File: src/rtl/l2_pri_bank_arbiter.sv
// Two-master round-robin arbiter for one private L2 bank, with a hardware
// zero-fill sequencer that stalls both masters while it sweeps the bank.
module l2_pri_bank_arbiter #(
  parameter int ADDR_WIDTH = 13,
  parameter int DEPTH      = 8192,
  parameter int DATA_WIDTH = 32
) (
  input  logic                        clk_i,
  input  logic                        rst_ni,
  input  logic [1:0]                  m_req_i,
  output logic [1:0]                  m_gnt_o,
  input  logic [1:0]                  m_wen_i,
  input  logic [2*ADDR_WIDTH-1:0]     m_add_i,
  input  logic [2*DATA_WIDTH/8-1:0]   m_be_i,
  input  logic [2*DATA_WIDTH-1:0]     m_wdata_i,
  output logic [1:0]                  m_r_valid_o,
  output logic [DATA_WIDTH-1:0]       m_r_rdata_o,
  output logic                        mem_csn_o,
  output logic                        mem_wen_o,
  output logic [DATA_WIDTH/8-1:0]     mem_be_o,
  output logic [ADDR_WIDTH-1:0]       mem_add_o,
  output logic [DATA_WIDTH-1:0]       mem_wdata_o,
  input  logic [DATA_WIDTH-1:0]       mem_rdata_i,
  input  logic                        clear_req_i,
  output logic                        clear_busy_o,
  output logic                        clear_done_o
);

  localparam int                    BE_WIDTH = DATA_WIDTH / 8;
  localparam logic [ADDR_WIDTH-1:0] LAST     = ADDR_WIDTH'(DEPTH - 1);
  localparam logic [ADDR_WIDTH:0]   DEPTH_W  = (ADDR_WIDTH + 1)'(DEPTH);
  localparam logic [DATA_WIDTH-1:0] OOR_DATA = DATA_WIDTH'(32'hBADACCE5);

  typedef enum logic {S_IDLE, S_CLEAR} state_t;

  state_t                  r_state, w_state_nxt;
  logic                    r_ptr;
  logic [ADDR_WIDTH-1:0]   r_clr_addr;
  logic                    r_rsp_valid, r_rsp_id, r_rsp_read, r_rsp_oor;
  logic [DATA_WIDTH-1:0]   r_rdata_hold;

  logic [1:0]              w_gnt;
  logic                    w_sel, w_any, w_oor, w_last;
  logic [ADDR_WIDTH-1:0]   w_sel_add;
  logic                    w_sel_wen;
  logic [BE_WIDTH-1:0]     w_sel_be;
  logic [DATA_WIDTH-1:0]   w_sel_wdata;
  logic [DATA_WIDTH-1:0]   w_rdata;

  assign w_last = (r_clr_addr == LAST);

  always_ff @(posedge clk_i or negedge rst_ni) begin
    if (!rst_ni) r_state <= S_IDLE;
    else         r_state <= w_state_nxt;
  end

  always_comb begin
    w_state_nxt = r_state;
    case (r_state)
      S_IDLE:  if (clear_req_i) w_state_nxt = S_CLEAR;
      S_CLEAR: if (w_last)      w_state_nxt = S_IDLE;
      default: w_state_nxt = S_IDLE;
    endcase
  end

  // Ties go to the pointer; a lone requester always wins.
  always_comb begin
    w_gnt = 2'b00;
    w_sel = 1'b0;
    if (r_state == S_IDLE) begin
      case (m_req_i)
        2'b01:   begin w_gnt = 2'b01; w_sel = 1'b0; end
        2'b10:   begin w_gnt = 2'b10; w_sel = 1'b1; end
        2'b11:   begin w_gnt = r_ptr ? 2'b10 : 2'b01; w_sel = r_ptr; end
        default: begin w_gnt = 2'b00; w_sel = 1'b0; end
      endcase
    end
  end

  assign w_any       = |w_gnt;
  assign w_sel_add   = w_sel ? m_add_i[ADDR_WIDTH +: ADDR_WIDTH]   : m_add_i[0 +: ADDR_WIDTH];
  assign w_sel_wen   = w_sel ? m_wen_i[1]                          : m_wen_i[0];
  assign w_sel_be    = w_sel ? m_be_i[BE_WIDTH +: BE_WIDTH]        : m_be_i[0 +: BE_WIDTH];
  assign w_sel_wdata = w_sel ? m_wdata_i[DATA_WIDTH +: DATA_WIDTH] : m_wdata_i[0 +: DATA_WIDTH];
  assign w_oor       = ({1'b0, w_sel_add} >= DEPTH_W);
  assign m_gnt_o     = w_gnt;

  always_comb begin
    mem_csn_o   = 1'b1;
    mem_wen_o   = 1'b1;
    mem_be_o    = '0;
    mem_add_o   = '0;
    mem_wdata_o = '0;
    if (r_state == S_CLEAR) begin
      mem_csn_o = 1'b0;
      mem_wen_o = 1'b0;
      mem_be_o  = '1;
      mem_add_o = r_clr_addr;
    end else if (w_any) begin
      mem_csn_o   = w_oor;
      mem_wen_o   = w_sel_wen;
      mem_be_o    = w_sel_be;
      mem_add_o   = w_sel_add;
      mem_wdata_o = w_sel_wdata;
    end
  end

  assign clear_busy_o = (r_state == S_CLEAR);
  assign clear_done_o = (r_state == S_CLEAR) && w_last;

  always_ff @(posedge clk_i or negedge rst_ni) begin
    if (!rst_ni) begin
      r_clr_addr <= '0;
    end else if (r_state == S_CLEAR) begin
      r_clr_addr <= w_last ? '0 : r_clr_addr + 1'b1;
    end
  end

  // Response bookkeeping is independent of the FSM so a grant in the last
  // IDLE cycle still gets its response in the first CLEAR cycle.
  always_ff @(posedge clk_i or negedge rst_ni) begin
    if (!rst_ni) begin
      r_ptr       <= 1'b0;
      r_rsp_valid <= 1'b0;
      r_rsp_id    <= 1'b0;
      r_rsp_read  <= 1'b0;
      r_rsp_oor   <= 1'b0;
    end else begin
      r_rsp_valid <= w_any;
      if (w_any) begin
        r_ptr      <= ~w_sel;
        r_rsp_id   <= w_sel;
        r_rsp_read <= w_sel_wen;
        r_rsp_oor  <= w_oor;
      end
    end
  end

  always_comb begin
    w_rdata = r_rdata_hold;
    if (r_rsp_valid && r_rsp_read) w_rdata = r_rsp_oor ? OOR_DATA : mem_rdata_i;
  end

  always_ff @(posedge clk_i or negedge rst_ni) begin
    if (!rst_ni)                         r_rdata_hold <= '0;
    else if (r_rsp_valid && r_rsp_read)  r_rdata_hold <= w_rdata;
  end

  assign m_r_rdata_o = w_rdata;
  assign m_r_valid_o = {r_rsp_valid & r_rsp_id, r_rsp_valid & ~r_rsp_id};

endmodule

File: config.mk
export PLATFORM = sky130hd
export DESIGN_NAME = l2_pri_bank_arbiter
export DESIGN_NICKNAME = d
export VERILOG_FILES = /design/src/rtl/l2_pri_bank_arbiter.sv
export SDC_FILE = /design/constraint.sdc
export NUM_CORES = 1
export LEC_CHECK = 0
export ABC_AREA = 1
export CAP_MARGIN = 20
export CORE_UTILIZATION = 37
export CTS_BUF_LIST = sky130_fd_sc_hd__clkbuf_2 sky130_fd_sc_hd__clkbuf_4 sky130_fd_sc_hd__clkbuf_8
export DETAILED_ROUTE_END_ITERATION = 8
export PLACE_DENSITY = 0.84
export SETUP_SLACK_MARGIN = 0.3
export SYNTH_ARGS = -nofsm -noshare
export SYNTH_HDL_FRONTEND = slang
export SYNTH_SLANG_ARGS = --single-unit
File: constraint.sdc
create_clock -name clk_i -period 1.65 [get_ports clk_i]
set_input_delay 0.33 -clock clk_i [delete_from_list [all_inputs] [get_ports clk_i]]
set_output_delay 0.33 -clock clk_i [all_outputs]
set_load 0.005 [all_outputs]
# Word-level counts from Yosys, hierarchy flattened
# Cells that the tools add are included.
# totals
latch_bits	0
mem_bits_rw	0
romBits	0
in_bits	137
memories	0
output_inout_bits	89
elab_cells	44
register_bits	50
# op_classes
n_shift	0
addsub	1
n_eq_ne	4
magnitude_cmp	0
n_bitwise	5
n_mux	24
n_reduce_logical	3
mul	0
div_mod_pow	0
# ops
cell	count
32-bit 2-to-1 mux	4
13-bit 2-to-1 mux	4
13-bit by 1-bit adder with 13-bit output, second input constant	1
13-bit == test, second input constant	1
4-bit 2-to-1 mux	3
1-bit 2-to-1 mux	8
2-bit one-hot mux with 3 select lines	1
2-bit == test, second input constant	2
2-bit 2-to-1 mux	2
1-bit one-hot mux with 2 select lines	2
1-bit NOT	3
1-bit AND	2
2-bit by 1-bit == test with 1-bit output, second input constant	1
1-bit logical AND	2
2-bit OR reduction	1

# Longest topological paths before layout
# Gate-level depths: netlist (run 1).
# logic_depth
ltp_word	6
mapped_depth	8
depth_no_buf	8

# Least setup slack after synthesis (run 1)
# Ideal clock, no wire load.
# synth_path
path_type	register to output
start	register r_rsp_valid
end	output port m_r_rdata_o[0]
slack_ps	232
t_arrival_ps	1088
n_path_buf	1
path_stages_with_launch	4
required_time_ps	1320
cell_sequence	dfrtp_1 nand2_2 buf_6 mux2_2
# synth_between
elab_chain_cells	2
# synth_lines
item	line_no	source
start, declared	39	logic r_rsp_valid, r_rsp_id, r_rsp_read, r_rsp_oor;
start signal, assigned	129	r_rsp_valid <= w_any;
1-bit logical AND	141	if (r_rsp_valid && r_rsp_read) w_rdata = r_rsp_oor ? OOR_DATA : mem_rdata_i;
32-bit 2-to-1 mux	141	
end, declared	17	output logic [DATA_WIDTH-1:0] m_r_rdata_o,
# No other way between the ends.

# Worst setup path after layout (run 1)
# layout_path
start	register r_ptr
end	output port mem_add_o[1]
# layout_between
elab_chain_cells	6
word_cells_on_any_way	9
classes_between	8 x mux; 1 x reduce/logical
# layout_lines
item	line_no	source
start, declared	37	logic r_ptr;
start signal, assigned	131	r_ptr <= ~w_sel;
2-bit 2-to-1 mux	74	2'b11: begin w_gnt = r_ptr ? 2'b10 : 2'b01; w_sel = r_ptr; end
2-bit one-hot mux with 3 select lines	71	case (m_req_i)
2-bit 2-to-1 mux	70	if (r_state == S_IDLE) begin
2-bit OR reduction	80	assign w_any = |w_gnt;
13-bit 2-to-1 mux *	99	end else if (w_any) begin
13-bit 2-to-1 mux *	94	if (r_state == S_CLEAR) begin
end, declared	21	output logic [ADDR_WIDTH-1:0] mem_add_o,
# Every way passes the cells marked *; elsewhere a longest branch is shown, timed or not.

==> results.rst, run 1 <==
.. list-table::
   :header-rows: 1

   * - Metric
     - Value
   * - Number of clock buffers inserted by TritonCTS
     - 5
   * - Failing checks
     - setup timing
   * - Worst setup path category
     - register to output port
   * - RSZ-0062 raised after global routing
     - yes
   * - Nets@finish
     - 878
   * - Max Root-Sink Buffers
     - 2
   * - Final cycle utilization of the critical path
     - 120.0%
   * - Worst Hold Margin
     - 0.003334 ns
   * - Root buffer cell
     - sky130_fd_sc_hd__clkbuf_8
   * - Final hold violations
     - 0
   * - Crit path DAT
     - 1.65 ns
   * - Final routed DRC violation total
     - 0
   * - H-Tree Depth
     - 2
   * - Wire length of the first global-routing pass
     - 22.58 mm
   * - Period minus WS final
     - 1.981 ns
   * - Initial Util
     - 38.18%
   * - Horizontal extent of the die
     - 96.86 microns
   * - Worst min-delay path category
     - input pin to asynchronous set/reset pin
   * - Total buffers and inverters traversed by the critical path
     - 5
   * - Final-report setup violation count
     - 86
   * - Syn_nets
     - 549
   * - Wire length after detailed routing
     - 17.21 mm
   * - Number of fillers in the final layout
     - 388
   * - Setup TNS
     - -20.62 ns
   * - Utilization after layout
     - 88.21%
   * - Initial antenna violation count
     - 0
   * - Count of routing violations after the opening detailed-route iteration
     - 219
   * - Flip-flop and latch count after synthesis
     - 50
   * - Vias after detailed routing
     - 4565
   * - Pre-CTS WS
     - -0.7125 ns
   * - Cell chain of the critical path
     - inv_2, nand2_4, nand2_4, buf_12, buf_8, buf_16, nand3_1, nand3_1, buf_2
   * - Later-pin clock latency in the skew report
     - 0.30 ns
   * - Largest net degree at the start of global routing
     - 51
   * - Result of the run
     - finished with violations
   * - Number of placed I/O pins
     - 226
   * - Total Die Area
     - 0.009382 sq mm
   * - Count of nets left with antenna violations after detail routing
     - 0
   * - Die Y
     - 96.86 microns
   * - Final critical-path setup slack
     - -0.3306 ns
   * - Core ar.
     - 0.008721 sq mm
   * - Max-cap violations
     - 0
   * - Highest achievable clock rate
     - 0.5049 GHz
   * - Required time of the critical path
     - 1.32 ns
   * - Worst path slowest cell
     - sky130_fd_sc_hd__dfrtp_1
   * - Worst setup skew after layout
     - 0.01389 ns
   * - Overflow after GRT
     - 0
   * - Worst slew margin relative to its limit
     - 81.29%
   * - Global router's overall resource usage
     - 29.67%
   * - Final total power
     - 2.808 mW
   * - Syn Area/Cell
     - 8.101 sq um
   * - HPWL after detailed placement
     - 8.648 mm
   * - Share of layout cells above drive strength 1
     - 53.04%
   * - Combined area of all synthesized cells
     - 0.003329 sq mm
   * - Power density relative to cell area
     - 365.1 mW/mm^2
   * - Worst-margin pin slew
     - 0.2807 ns
   * - Design Area, Final
     - 0.007692 sq mm
   * - Worst ir drop on vdd
     - 0.3226 mV
   * - Static Leak
     - 4.048 nW
   * - Row cnt
     - 34
   * - Number of port buffers
     - 225
   * - CP peak stage delay
     - 0.39 ns
   * - Kind of start point of the critical path
     - register
   * - Final instance count without filler cells
     - 849
   * - Clock slew at reported path FFs
     - 0.10 ns
   * - Number of clock sinks seen by CTS
     - 50
   * - Number of global-route vias before repair
     - 4578
   * - Drt wl/cell
     - 20.28 microns
   * - Routed vias/inst
     - 5.377
   * - Cell family with most CP delay
     - buffers and inverters
   * - Post-synthesis sequential area ratio
     - 37.58%
   * - Number of antenna cells inserted
     - 0
   * - Length of the first detailed-routing pass in iterations
     - 6
   * - Worst-path maximum fanout
     - 7
   * - Layout-stage area growth over the synthesis result
     - 131.0%
   * - Clock tree from TritonCTS
     - built
   * - Synthesis Warnings
     - 0
   * - Element type at the critical path end
     - output port
   * - Number of distinct library cell variants in the gate-level netlist after synthesis
     - 27
   * - Instance area after placement
     - 0.005978 sq mm
   * - Routability congestion estimate
     - 0.8925
   * - Number of cells produced by synthesis
     - 411
   * - Number of max-slew violations in the final report
     - 0
   * - Number of cells after detailed placement
     - 762
-- area by class of cell --
class                   count  area, sq um  share of cell area [%]
clock buffers               6        76.32                  0.9922
multi-input cells         309         2506                   32.58
clock inverters             2        13.76                  0.1789
flip-flops and latches     50         1251                   16.27
repair buffers            345         3591                   46.68
inverters                  29        118.9                   1.545
well taps                 108        135.1                   1.757
-- cell usage in the layout (no fill, tap or decap), types with 2 or more instances in the layout --
cell | Yosys | layout
sky130_fd_sc_hd__mux2_2 | 64 | 2
sky130_fd_sc_hd__buf_6 | 6 | 94
sky130_fd_sc_hd__dlygate4sd2_1 | 0 | 2
sky130_fd_sc_hd__nand4_1 | 4 | 4
sky130_fd_sc_hd__o21ai_1 | 2 | 2
sky130_fd_sc_hd__nand2_1 | 136 | 73
sky130_fd_sc_hd__nor2_2 | 2 | 4
sky130_fd_sc_hd__nand2_2 | 1 | 43
sky130_fd_sc_hd__clkbuf_8 | 0 | 5
sky130_fd_sc_hd__dfrtp_1 | 50 | 50
sky130_fd_sc_hd__nand3_1 | 61 | 37
sky130_fd_sc_hd__inv_1 | 27 | 19
sky130_fd_sc_hd__buf_12 | 0 | 11
sky130_fd_sc_hd__inv_4 | 0 | 2
sky130_fd_sc_hd__o211ai_1 | 6 | 6
sky130_fd_sc_hd__clkdlybuf4s50_1 | 0 | 133
sky130_fd_sc_hd__nor2_1 | 20 | 15
sky130_fd_sc_hd__clkbuf_16 | 0 | 4
sky130_fd_sc_hd__inv_2 | 2 | 7
sky130_fd_sc_hd__buf_4 | 3 | 34
sky130_fd_sc_hd__buf_2 | 7 | 49
sky130_fd_sc_hd__nand3_2 | 1 | 24
sky130_fd_sc_hd__buf_16 | 0 | 6
sky130_fd_sc_hd__mux2_4 | 0 | 62
sky130_fd_sc_hd__nand2_4 | 0 | 21
sky130_fd_sc_hd__xor2_1 | 4 | 3
sky130_fd_sc_hd__nor2_4 | 0 | 3
sky130_fd_sc_hd__buf_8 | 0 | 11
-- report_power, final --
group	total, mW	leakage (nW)	switching (mW)	internal, mW
Combinational	0.764	3.40	0.233	0.531
Sequential	1.30	0.599	0.0326	1.26
Clock	0.748	0.0486	0.430	0.317
-- repair_timing --
| action | 4_1_cts | 5_1_grt |
|---|---|---|
| setup endpoints to repair | 89 | 132 |
| resized for setup | 530 | 138 |
| pin swaps | 34 | 32 |
| cloned | 8 | 4 |
| setup buffers | 51 | 16 |
| hold buffers | 0 | 0 |
-- layer usage --
metal / GRT usage, % / vias to the layer above / wire (microns)
met5: 0 / - / 0
met4: 12.40 / 0 / 720
met3: 6.214 / 65 / 1195
met2: 55.25 / 265 / 9225
met1: 32.28 / 2226 / 6072
li1: - / 2009 / -
-- cell usage after synthesis --
cell | n | area (sq um)
sky130_fd_sc_hd__nand4_1 | 4 | 25.02
sky130_fd_sc_hd__nand2_1 | 136 | 510.5
sky130_fd_sc_hd__nand3_2 | 1 | 10.01
sky130_fd_sc_hd__a31oi_1 | 1 | 6.260
sky130_fd_sc_hd__inv_2 | 2 | 7.510
sky130_fd_sc_hd__o21ai_1 | 2 | 10.01
sky130_fd_sc_hd__dfrtp_1 | 50 | 1251
sky130_fd_sc_hd__nor2_2 | 2 | 12.51
sky130_fd_sc_hd__clkbuf_1 | 1 | 3.750
sky130_fd_sc_hd__ha_1 | 1 | 12.51
sky130_fd_sc_hd__buf_6 | 6 | 67.56
sky130_fd_sc_hd__inv_1 | 27 | 101.4
sky130_fd_sc_hd__o211ai_1 | 6 | 45.04
sky130_fd_sc_hd__buf_2 | 7 | 35.03
sky130_fd_sc_hd__buf_1 | 6 | 22.52
sky130_fd_sc_hd__nor3_1 | 1 | 5.000
sky130_fd_sc_hd__o21bai_1 | 1 | 7.510
sky130_fd_sc_hd__nand2_2 | 1 | 6.260
sky130_fd_sc_hd__nand3b_1 | 1 | 7.510
sky130_fd_sc_hd__nand3_1 | 61 | 305.3
sky130_fd_sc_hd__nand4_2 | 1 | 12.51
sky130_fd_sc_hd__nor2_1 | 20 | 75.07
sky130_fd_sc_hd__and2_1 | 1 | 6.260
sky130_fd_sc_hd__mux2_2 | 64 | 720.7
sky130_fd_sc_hd__buf_4 | 3 | 22.52
sky130_fd_sc_hd__xor2_1 | 4 | 35.03
sky130_fd_sc_hd__o21ai_0 | 1 | 5.000
-- kinds of logic (layout without fill, tap and decap cells) --
logic type	Yosys count	in the layout	synth area share, %
XOR/XNOR	4	4	1.052
flip-flops	50	50	37.58
multiplexers	64	64	21.65
adder cells (fa/ha/maj)	1	1	0.3757
AO/OA/AOI/OAI	11	11	2.217
AND/OR/NAND/NOR	229	229	29.31
buffers and inverters	52	382	7.816
-- flip-flops by register name (all words and copies together), names as in the netlist --
name,cells
clear_busy_o,1
r_clr_addr,13
r_ptr,1
r_rdata_hold,32
r_rsp_id,1
r_rsp_read,1
r_rsp_valid,1
-- worst register-to-register path, cell delays in order, from the launching register on --
cell	delay (ns)
sky130_fd_sc_hd__dfrtp_1	0.42
sky130_fd_sc_hd__ha_4	0.18
sky130_fd_sc_hd__inv_4	0.05
sky130_fd_sc_hd__nor2_4	0.09
sky130_fd_sc_hd__nand4_1	0.13
sky130_fd_sc_hd__buf_4	0.16
sky130_fd_sc_hd__buf_6	0.10
sky130_fd_sc_hd__buf_6	0.10
sky130_fd_sc_hd__buf_6	0.10
sky130_fd_sc_hd__buf_6	0.10
sky130_fd_sc_hd__buf_6	0.10
sky130_fd_sc_hd__nand2_2	0.05
sky130_fd_sc_hd__nand2_1	0.05
-- path summary, 6_finish.rpt --
path,endpoint,from,depth (start not counted),slack [ns]
setup / recovery,mem_add_o[1],r_ptr,9,-0.33
hold / removal,r_rdata_hold[24],rst_ni,2,0.003
setup reg to reg,r_clr_addr[12],r_clr_addr[0],12,-0.09
hold reg to reg,r_rdata_hold[28],r_rdata_hold[28],1,0.52
max in group asynchronous,r_rsp_id,rst_ni,2,1.40
min in group clk_i,r_rdata_hold[28],r_rdata_hold[28],1,0.52
(Power assumes the default switching activity.)
==> run 2, diff against run 1 <==
- REMOVE_ABC_BUFFERS: unset -> 1
==> run 2 against run 1 <==
  * The flow still finishes with violations (setup timing)
  * Core utilization grew 3.7 points
  * Global-route usage increased by 5.6 points
  * Die area stayed put
  * Clock skew up 0.0068 ns
  * Via count up 16%
  * Clock power is 28% higher
  * First-iteration DRC count rose by 140%
  * Non-clock buffer count is 5 higher
  * Cell count is 0.47% higher
  * Hold slack improved by 0.51 ns
  * Critical path type unchanged
==> results.rst, run 2 (same netlist as run 1, synthesis figures left out) <==
.. list-table::
   :header-rows: 1

   * - Metric
     - Value
   * - Worst slew margin relative to its limit
     - 71.72% (-9.6 points)
   * - Worst setup path end
     - mem_wdata_o[1]
   * - Static Leak
     - 4.204 nW (+3.9%)
   * - Element type at the critical path end
     - output port
   * - Length of the first detailed-routing pass in iterations
     - 9 (+3)
   * - Critical register-to-register path startpoint
     - r_clr_addr[0]
   * - Count of nets left with antenna violations after detail routing
     - 0 (unchanged)
   * - Later-pin clock latency in the skew report
     - 0.33 ns (+0.03 ns)
   * - Kind of start point of the critical path
     - register
   * - Routed vias/inst
     - 6.188 (+15%)
   * - Worst-margin pin slew
     - 0.4242 ns (+0.1436 ns)
   * - Number of clock buffers inserted by TritonCTS
     - 5 (unchanged)
   * - Leading cell type in the layout, fill and taps excluded
     - sky130_fd_sc_hd__clkdlybuf4s50_1
   * - Overflow after GRT
     - 0 (unchanged)
   * - Result of the run
     - finished with violations
   * - Vias after detailed routing
     - 5278 (+16%)
   * - RR Endpoint
     - r_clr_addr[12]
   * - Final-report setup violation count
     - 100 (+16%)
   * - HPWL after detailed placement
     - 9.375 mm (+8.4%)
   * - Worst setup path category
     - register to output port
   * - Origin of the worst setup path
     - r_ptr
   * - Final total power
     - 3.036 mW (+8.1%)
   * - Largest register by flop count
     - r_rdata_hold
   * - Flop-to-flop setup slack
     - -0.23 ns (-0.14 ns)
   * - Design Area, Final
     - 0.008013 sq mm (+4.2%)
   * - Share of layout cells above drive strength 1
     - 54.90% (+1.9 points)
   * - Setup TNS
     - -31.45 ns (-10.83 ns)
   * - Largest net degree at the start of global routing
     - 35 (-31%)
   * - Final cycle utilization of the critical path
     - 133.7% (+14 points)
   * - Global router's overall resource usage
     - 35.23% (+5.6 points)
   * - Number of placed I/O pins
     - 226 (unchanged)
   * - Horizontal extent of the die
     - 96.86 microns (unchanged)
   * - Flip-flop count of the largest register, all copies and words added
     - 32 (unchanged)
   * - Initial Util
     - 38.18% (unchanged)
   * - Worst ir drop on vdd
     - 0.4339 mV (+35%)
   * - Power density relative to cell area
     - 378.9 mW/mm^2 (+3.8%)
   * - Nets@finish
     - 883 (+0.57%)
   * - Final instance count without filler cells
     - 853 (+0.47%)
   * - Wire length of the first global-routing pass
     - 25.87 mm (+15%)
   * - Worst-path maximum fanout
     - 5 (-2)
   * - Wire length after detailed routing
     - 24.49 mm (+42%)
   * - Period minus WS final
     - 2.205 ns (+0.2248 ns)
   * - Worst Hold Margin
     - 0.5164 ns (+0.5131 ns)
   * - Max-cap violations
     - 0 (unchanged)
   * - Routability congestion estimate
     - 0.9294 (+4.1%)
   * - Failing checks
     - setup timing
   * - Final hold violations
     - 0 (unchanged)
   * - Crit path DAT
     - 1.88 ns (+0.23 ns)
   * - Core ar.
     - 0.008721 sq mm (unchanged)
   * - Required time of the critical path
     - 1.32 ns (about the same)
   * - Number of port buffers
     - 225 (unchanged)
   * - Drt wl/cell
     - 28.71 microns (+42%)
   * - Register cell area after layout
     - 0.001251 sq mm (unchanged)
   * - Clock tree from TritonCTS
     - built
   * - Pre-CTS WS
     - -0.7377 ns (-0.02520 ns)
   * - Highest achievable clock rate
     - 0.4534 GHz (-10%)
   * - RSZ-0062 raised after global routing
     - yes
   * - Final routed DRC violation total
     - 0 (unchanged)
   * - Instance area after placement
     - 0.005903 sq mm (-1.3%)
   * - Count of routing violations after the opening detailed-route iteration
     - 535 (+140%)
   * - Initial antenna violation count
     - 1 (+1)
   * - Worst min-delay path category
     - input pin to asynchronous set/reset pin
   * - Final critical-path setup slack
     - -0.5553 ns (-0.2248 ns)
   * - Layout-stage area growth over the synthesis result
     - 140.7%
   * - Worst setup skew after layout
     - 0.02066 ns (+0.006767 ns)
   * - Max Root-Sink Buffers
     - 2 (unchanged)
   * - Root buffer cell
     - sky130_fd_sc_hd__clkbuf_8
   * - Number of cells after detailed placement
     - 760 (-0.26%)
   * - Utilization after layout
     - 91.88% (+3.7 points)
   * - Row cnt
     - 34 (unchanged)
   * - Registers with the most flip-flops
     - r_rdata_hold x32, r_clr_addr x13
   * - Number of global-route vias before repair
     - 4696 (+2.6%)
   * - Number of antenna cells inserted
     - 0 (unchanged)
   * - Commonest cells after routing, fill and taps aside
     - sky130_fd_sc_hd__clkdlybuf4s50_1, sky130_fd_sc_hd__buf_6, sky130_fd_sc_hd__mux2_4, sky130_fd_sc_hd__nand2_1, sky130_fd_sc_hd__dfrtp_1
   * - Number of max-slew violations in the final report
     - 0 (unchanged)
   * - Number of fillers in the final layout
     - 238 (-39%)
   * - Count of cells along the worst register-to-register path
     - 11 (-1)
   * - Number of clock sinks seen by CTS
     - 50 (unchanged)
   * - Clock slew at reported path FFs
     - 0.10 ns (about the same)
   * - Total Die Area
     - 0.009382 sq mm (unchanged)
   * - Die Y
     - 96.86 microns (unchanged)
   * - H-Tree Depth
     - 2 (unchanged)
   * - Area of combinational cells with multiple inputs
     - 0.002663 sq mm (+6.2%)
-- run 2: area by class of cell --
| type | count | share of cell area, % |
|---|---|---|
| timing repair buffer | 350 | 46.52 |
| multi-input combinational | 309 | 33.23 |
| sequential | 50 | 15.62 |
| tap | 108 | 1.686 |
| inverter | 29 | 1.546 |
| clock buffer | 6 | 1.031 |
| clock inverter | 1 | 0.3748 |
-- run 2: layer usage --
metal  vias to the layer above  track usage [%]  share of wire [%]
met5                         -                0              0.053
li1                       2019                -                  -
met2                       570            64.52                 46
met4                         2            18.25                 13
met1                      2434            37.94                 29
met3                       253            7.225                 12
-- run 2: timing repair --
item                                   in CTS  in global routing
pin swaps                                  19                 31
endpoints found under the hold margin      16                  0
cloned                                      9                  2
buffers inserted                           52                 22
hold buffers                                1                  0
setup endpoints to repair                  95                134
gates resized for setup                   567                175
-- run 2: worst max-delay path, stage by stage (launching register included) --
cell and delay [ns]:
sky130_fd_sc_hd__dfrtp_1 0.41, sky130_fd_sc_hd__inv_2 0.09, sky130_fd_sc_hd__nand2_4 0.09, sky130_fd_sc_hd__nand3_4 0.12
sky130_fd_sc_hd__inv_6 0.06, sky130_fd_sc_hd__buf_12 0.13, sky130_fd_sc_hd__buf_16 0.13, sky130_fd_sc_hd__buf_8 0.13
sky130_fd_sc_hd__nand2_2 0.16, sky130_fd_sc_hd__nand2_1 0.09, sky130_fd_sc_hd__buf_2 0.14
-- run 2: where the power goes --
group          switching, mW  internal [mW]  total, mW
Sequential            0.0331           1.26       1.30
Combinational          0.267          0.511      0.778
Clock                  0.474          0.487      0.961
-- run 2: how the worst min path moves through the flow --
stage	from	endpoint	slack (ns)	cells after the start
after floorplan	rst_ni	clear_busy_o	0.03	0
after global placement	rst_ni	r_rdata_hold[6]	0.28	1
after detailed placement	rst_ni	r_rdata_hold[6]	0.28	1
after CTS	rst_ni	r_rdata_hold[6]	0.49	2
after global routing	rst_ni	r_rdata_hold[12]	0.53	2
final	rst_ni	r_rdata_hold[12]	0.52	2
==> run 3, diff against run 2 <==
- CORE_UTILIZATION: 37 -> 33
- CTS_BUF_LIST: sky130_fd_sc_hd__clkbuf_2 sky130_fd_sc_hd__clkbuf_4 sky130_fd_sc_hd__clkbuf_8 -> unset
- PLACE_DENSITY: 0.84 -> 0.8
- clock period: 1.65 -> 1.9 ns (I/O delays scaled with it)
==> run 3 against run 2 <==
  * The flow still finishes with violations (setup timing)
  * Sequential power decreased by 14%
  * First-iteration DRC count decreased by 47%
  * Sequential cell count unchanged
  * Hold slack got worse by 0.48 ns
  * Combinational power decreased by 13%
  * Setup slack improved by 0.28 ns
  * Critical path depth increased by 1
  * Core utilization decreased by 11 points
  * Global-route usage decreased by 6.3 points
  * Final area decreased by 0.78%
  * Die area increased by 12%
  * Largest cell class unchanged
  * Highest routed layer is now met4
==> results.rst, run 3 (same netlist as run 1, synthesis figures left out) <==
.. list-table::
   :header-rows: 1

   * - Metric
     - Value
   * - Clock slew at reported path FFs
     - 0.10 ns (about the same)
   * - Count of nets left with antenna violations after detail routing
     - 0 (unchanged)
   * - Number of global-route vias before repair
     - 4216 (-10%)
   * - Result of the run
     - finished with violations
   * - Worst-margin pin slew
     - 0.5288 ns (+0.1046 ns)
   * - Final total power
     - 2.432 mW (-20%)
   * - Pre-CTS WS
     - -0.6291 ns (+0.1086 ns)
   * - Worst ir drop on vdd
     - 0.4973 mV (+15%)
   * - Final cycle utilization of the critical path
     - 114.5%
   * - Max Root-Sink Buffers
     - 2 (unchanged)
   * - RSZ-0062 raised after global routing
     - yes
   * - Period minus WS final
     - 2.175 ns
   * - Flip-flop count of the largest register, all copies and words added
     - 32 (unchanged)
   * - Routability congestion estimate
     - 0.9672 (+4.1%)
   * - Final-report setup violation count
     - 81 (-19%)
   * - Share of layout cells above drive strength 1
     - 55.66% (+0.76 points)
   * - H-Tree Depth
     - 2 (unchanged)
   * - Kind of start point of the critical path
     - register
   * - Length of the first detailed-routing pass in iterations
     - 5 (-4)
   * - Root buffer cell
     - sky130_fd_sc_hd__clkbuf_8
   * - Leading cell type in the layout, fill and taps excluded
     - sky130_fd_sc_hd__clkdlybuf4s50_1
   * - Number of antenna cells inserted
     - 0 (unchanged)
   * - Crit path DAT
     - 1.80 ns (-0.08 ns)
   * - Overflow after GRT
     - 0 (unchanged)
   * - Row cnt
     - 36 (+5.9%)
   * - Final hold violations
     - 0 (unchanged)
   * - Wire length after detailed routing
     - 19.76 mm (-19%)
   * - Hold bufs inserted after CTS
     - 0 (-1)
   * - Worst slew margin relative to its limit
     - 64.75% (-7.0 points)
   * - Global router's overall resource usage
     - 28.93% (-6.3 points)
   * - HPWL after detailed placement
     - 9.867 mm (+5.2%)
   * - Power density relative to cell area
     - 305.9 mW/mm^2 (-19%)
   * - Highest achievable clock rate
     - 0.4597 GHz
   * - Total Die Area
     - 0.01050 sq mm (+12%)
   * - Die Y
     - 102.4 microns (+5.8%)
   * - Static Leak
     - 4.080 nW (-2.9%)
   * - Origin of the worst setup path
     - r_ptr
   * - Number of clock sinks seen by CTS
     - 50 (unchanged)
   * - Commonest cells after routing, fill and taps aside
     - sky130_fd_sc_hd__clkdlybuf4s50_1, sky130_fd_sc_hd__buf_6, sky130_fd_sc_hd__nand2_1, sky130_fd_sc_hd__dfrtp_1
   * - Core ar.
     - 0.009774 sq mm (+12%)
   * - Number of cells after detailed placement
     - 780 (+2.6%)
   * - Failing checks
     - setup timing
   * - Initial antenna violation count
     - 0 (-1)
   * - Worst min-delay path category
     - input pin to asynchronous set/reset pin
   * - Layout-stage area growth over the synthesis result
     - 138.8%
   * - Required time of the critical path
     - 1.52 ns (+0.20 ns)
   * - Number of max-slew violations in the final report
     - 0 (unchanged)
   * - Worst setup path category
     - register to output port
   * - Drt wl/cell
     - 22.58 microns (-21%)
   * - Number of clock buffers inserted by TritonCTS
     - 5 (unchanged)
   * - Final critical-path setup slack
     - -0.2754 ns (+0.2800 ns)
   * - Max-cap violations
     - 0 (unchanged)
   * - Largest net degree at the start of global routing
     - 30 (-14%)
   * - Wire length of the first global-routing pass
     - 22.85 mm (-12%)
   * - Element type at the critical path end
     - output port
   * - Largest register by flop count
     - r_rdata_hold
   * - Vias after detailed routing
     - 4661 (-12%)
   * - Later-pin clock latency in the skew report
     - 0.31 ns (-0.02 ns)
   * - Routed vias/inst
     - 5.327 (-14%)
   * - Final routed DRC violation total
     - 0 (unchanged)
   * - Number of port buffers
     - 225 (unchanged)
   * - Count of routing violations after the opening detailed-route iteration
     - 286 (-47%)
   * - Registers with the most flip-flops
     - r_rdata_hold x32, r_clr_addr x13
   * - Number of placed I/O pins
     - 226 (unchanged)
   * - Worst-path maximum fanout
     - 5 (unchanged)
   * - Clock tree from TritonCTS
     - built
   * - Critical register-to-register path startpoint
     - r_clr_addr[1]
   * - Nets@finish
     - 880 (-0.34%)
   * - Initial Util
     - 34.06% (-4.1 points)
   * - Final instance count without filler cells
     - 875 (+2.6%)
   * - Worst setup skew after layout
     - 0.01337 ns (-0.007285 ns)
   * - Horizontal extent of the die
     - 102.4 microns (+5.8%)
==> run 3: worst paths after layout <==
kind | depth (start not counted) | slack, ns | endpoint
max in group asynchronous | 2 | 1.15 | r_rdata_hold[11]
setup / recovery | 11 | -0.28 | mem_wdata_o[1]
min in group clk_i | 1 | 0.52 | r_rdata_hold[7]
setup reg to reg | 12 | 0.10 | r_clr_addr[12]
hold / removal | 1 | 0.04 | r_rdata_hold[29]
hold reg to reg | 1 | 0.52 | r_rdata_hold[7]
==> run 3: cell type report <==
cell class	instances	area (sq um)
fill	518	1824
timing repair buffer	347	3709
tap	133	166.4
clock buffer	5	68.82
multi-input combinational	309	2629
inverter	29	111.4
clock inverter	2	15.01
sequential	50	1251
==> run 3: power by group <==
part           total (mW)  leakage (nW)  internal, mW  switching [mW]
registers            1.12         0.599          1.10          0.0222
logic               0.678          3.44         0.445           0.233
clock network       0.634        0.0362         0.253           0.381
==> run 3: repair_timing <==
action | CTS | global route
gates resized for setup | 543 | 131
endpoints found under the setup margin | 89 | 101
gates cloned | 14 | 5
pin swaps | 22 | 43
buffers inserted | 49 | 20
==> run 3: metal layers <==
layer  global-route usage, %  vias to the layer above  share of wire (%)  wire [microns]
met1                   35.59                     2284                 37            7354
met4                   6.593                        0                4.7             937
met2                   52.72                      266                 52           10200
li1                        -                     2025                  -               -
met5                       0                        -                  0               0
met3                   4.514                       86                6.4            1269
==> run 3: critical path, stage by stage (launching register included) <==
cell and delay [ns]:
sky130_fd_sc_hd__dfrtp_1 0.41, sky130_fd_sc_hd__inv_2 0.10, sky130_fd_sc_hd__nand2_4 0.08, sky130_fd_sc_hd__nand3_4 0.09, sky130_fd_sc_hd__inv_4 0.05, sky130_fd_sc_hd__buf_6 0.11
sky130_fd_sc_hd__buf_12 0.13, sky130_fd_sc_hd__buf_6 0.12, sky130_fd_sc_hd__buf_16 0.13, sky130_fd_sc_hd__nand2_2 0.05, sky130_fd_sc_hd__nand2_1 0.08, sky130_fd_sc_hd__buf_2 0.13
==> run 3: through the flow <==
step / area [sq um] / hold slack, ns / util [%] / TNS, ns
detailed placement: 5897 / 0.3757 / 60.33 / -28.97
global placement: 5897 / 0.3756 / 60.33 / -26.61
floorplan: 3178 / 0.08441 / - / -24.66
finish: 7950 / 0.03663 / 81.34 / -10.99
global route: 7950 / 0.05989 / 81.34 / -14.49
CTS: 7104 / 0.03994 / 72.68 / -4.090
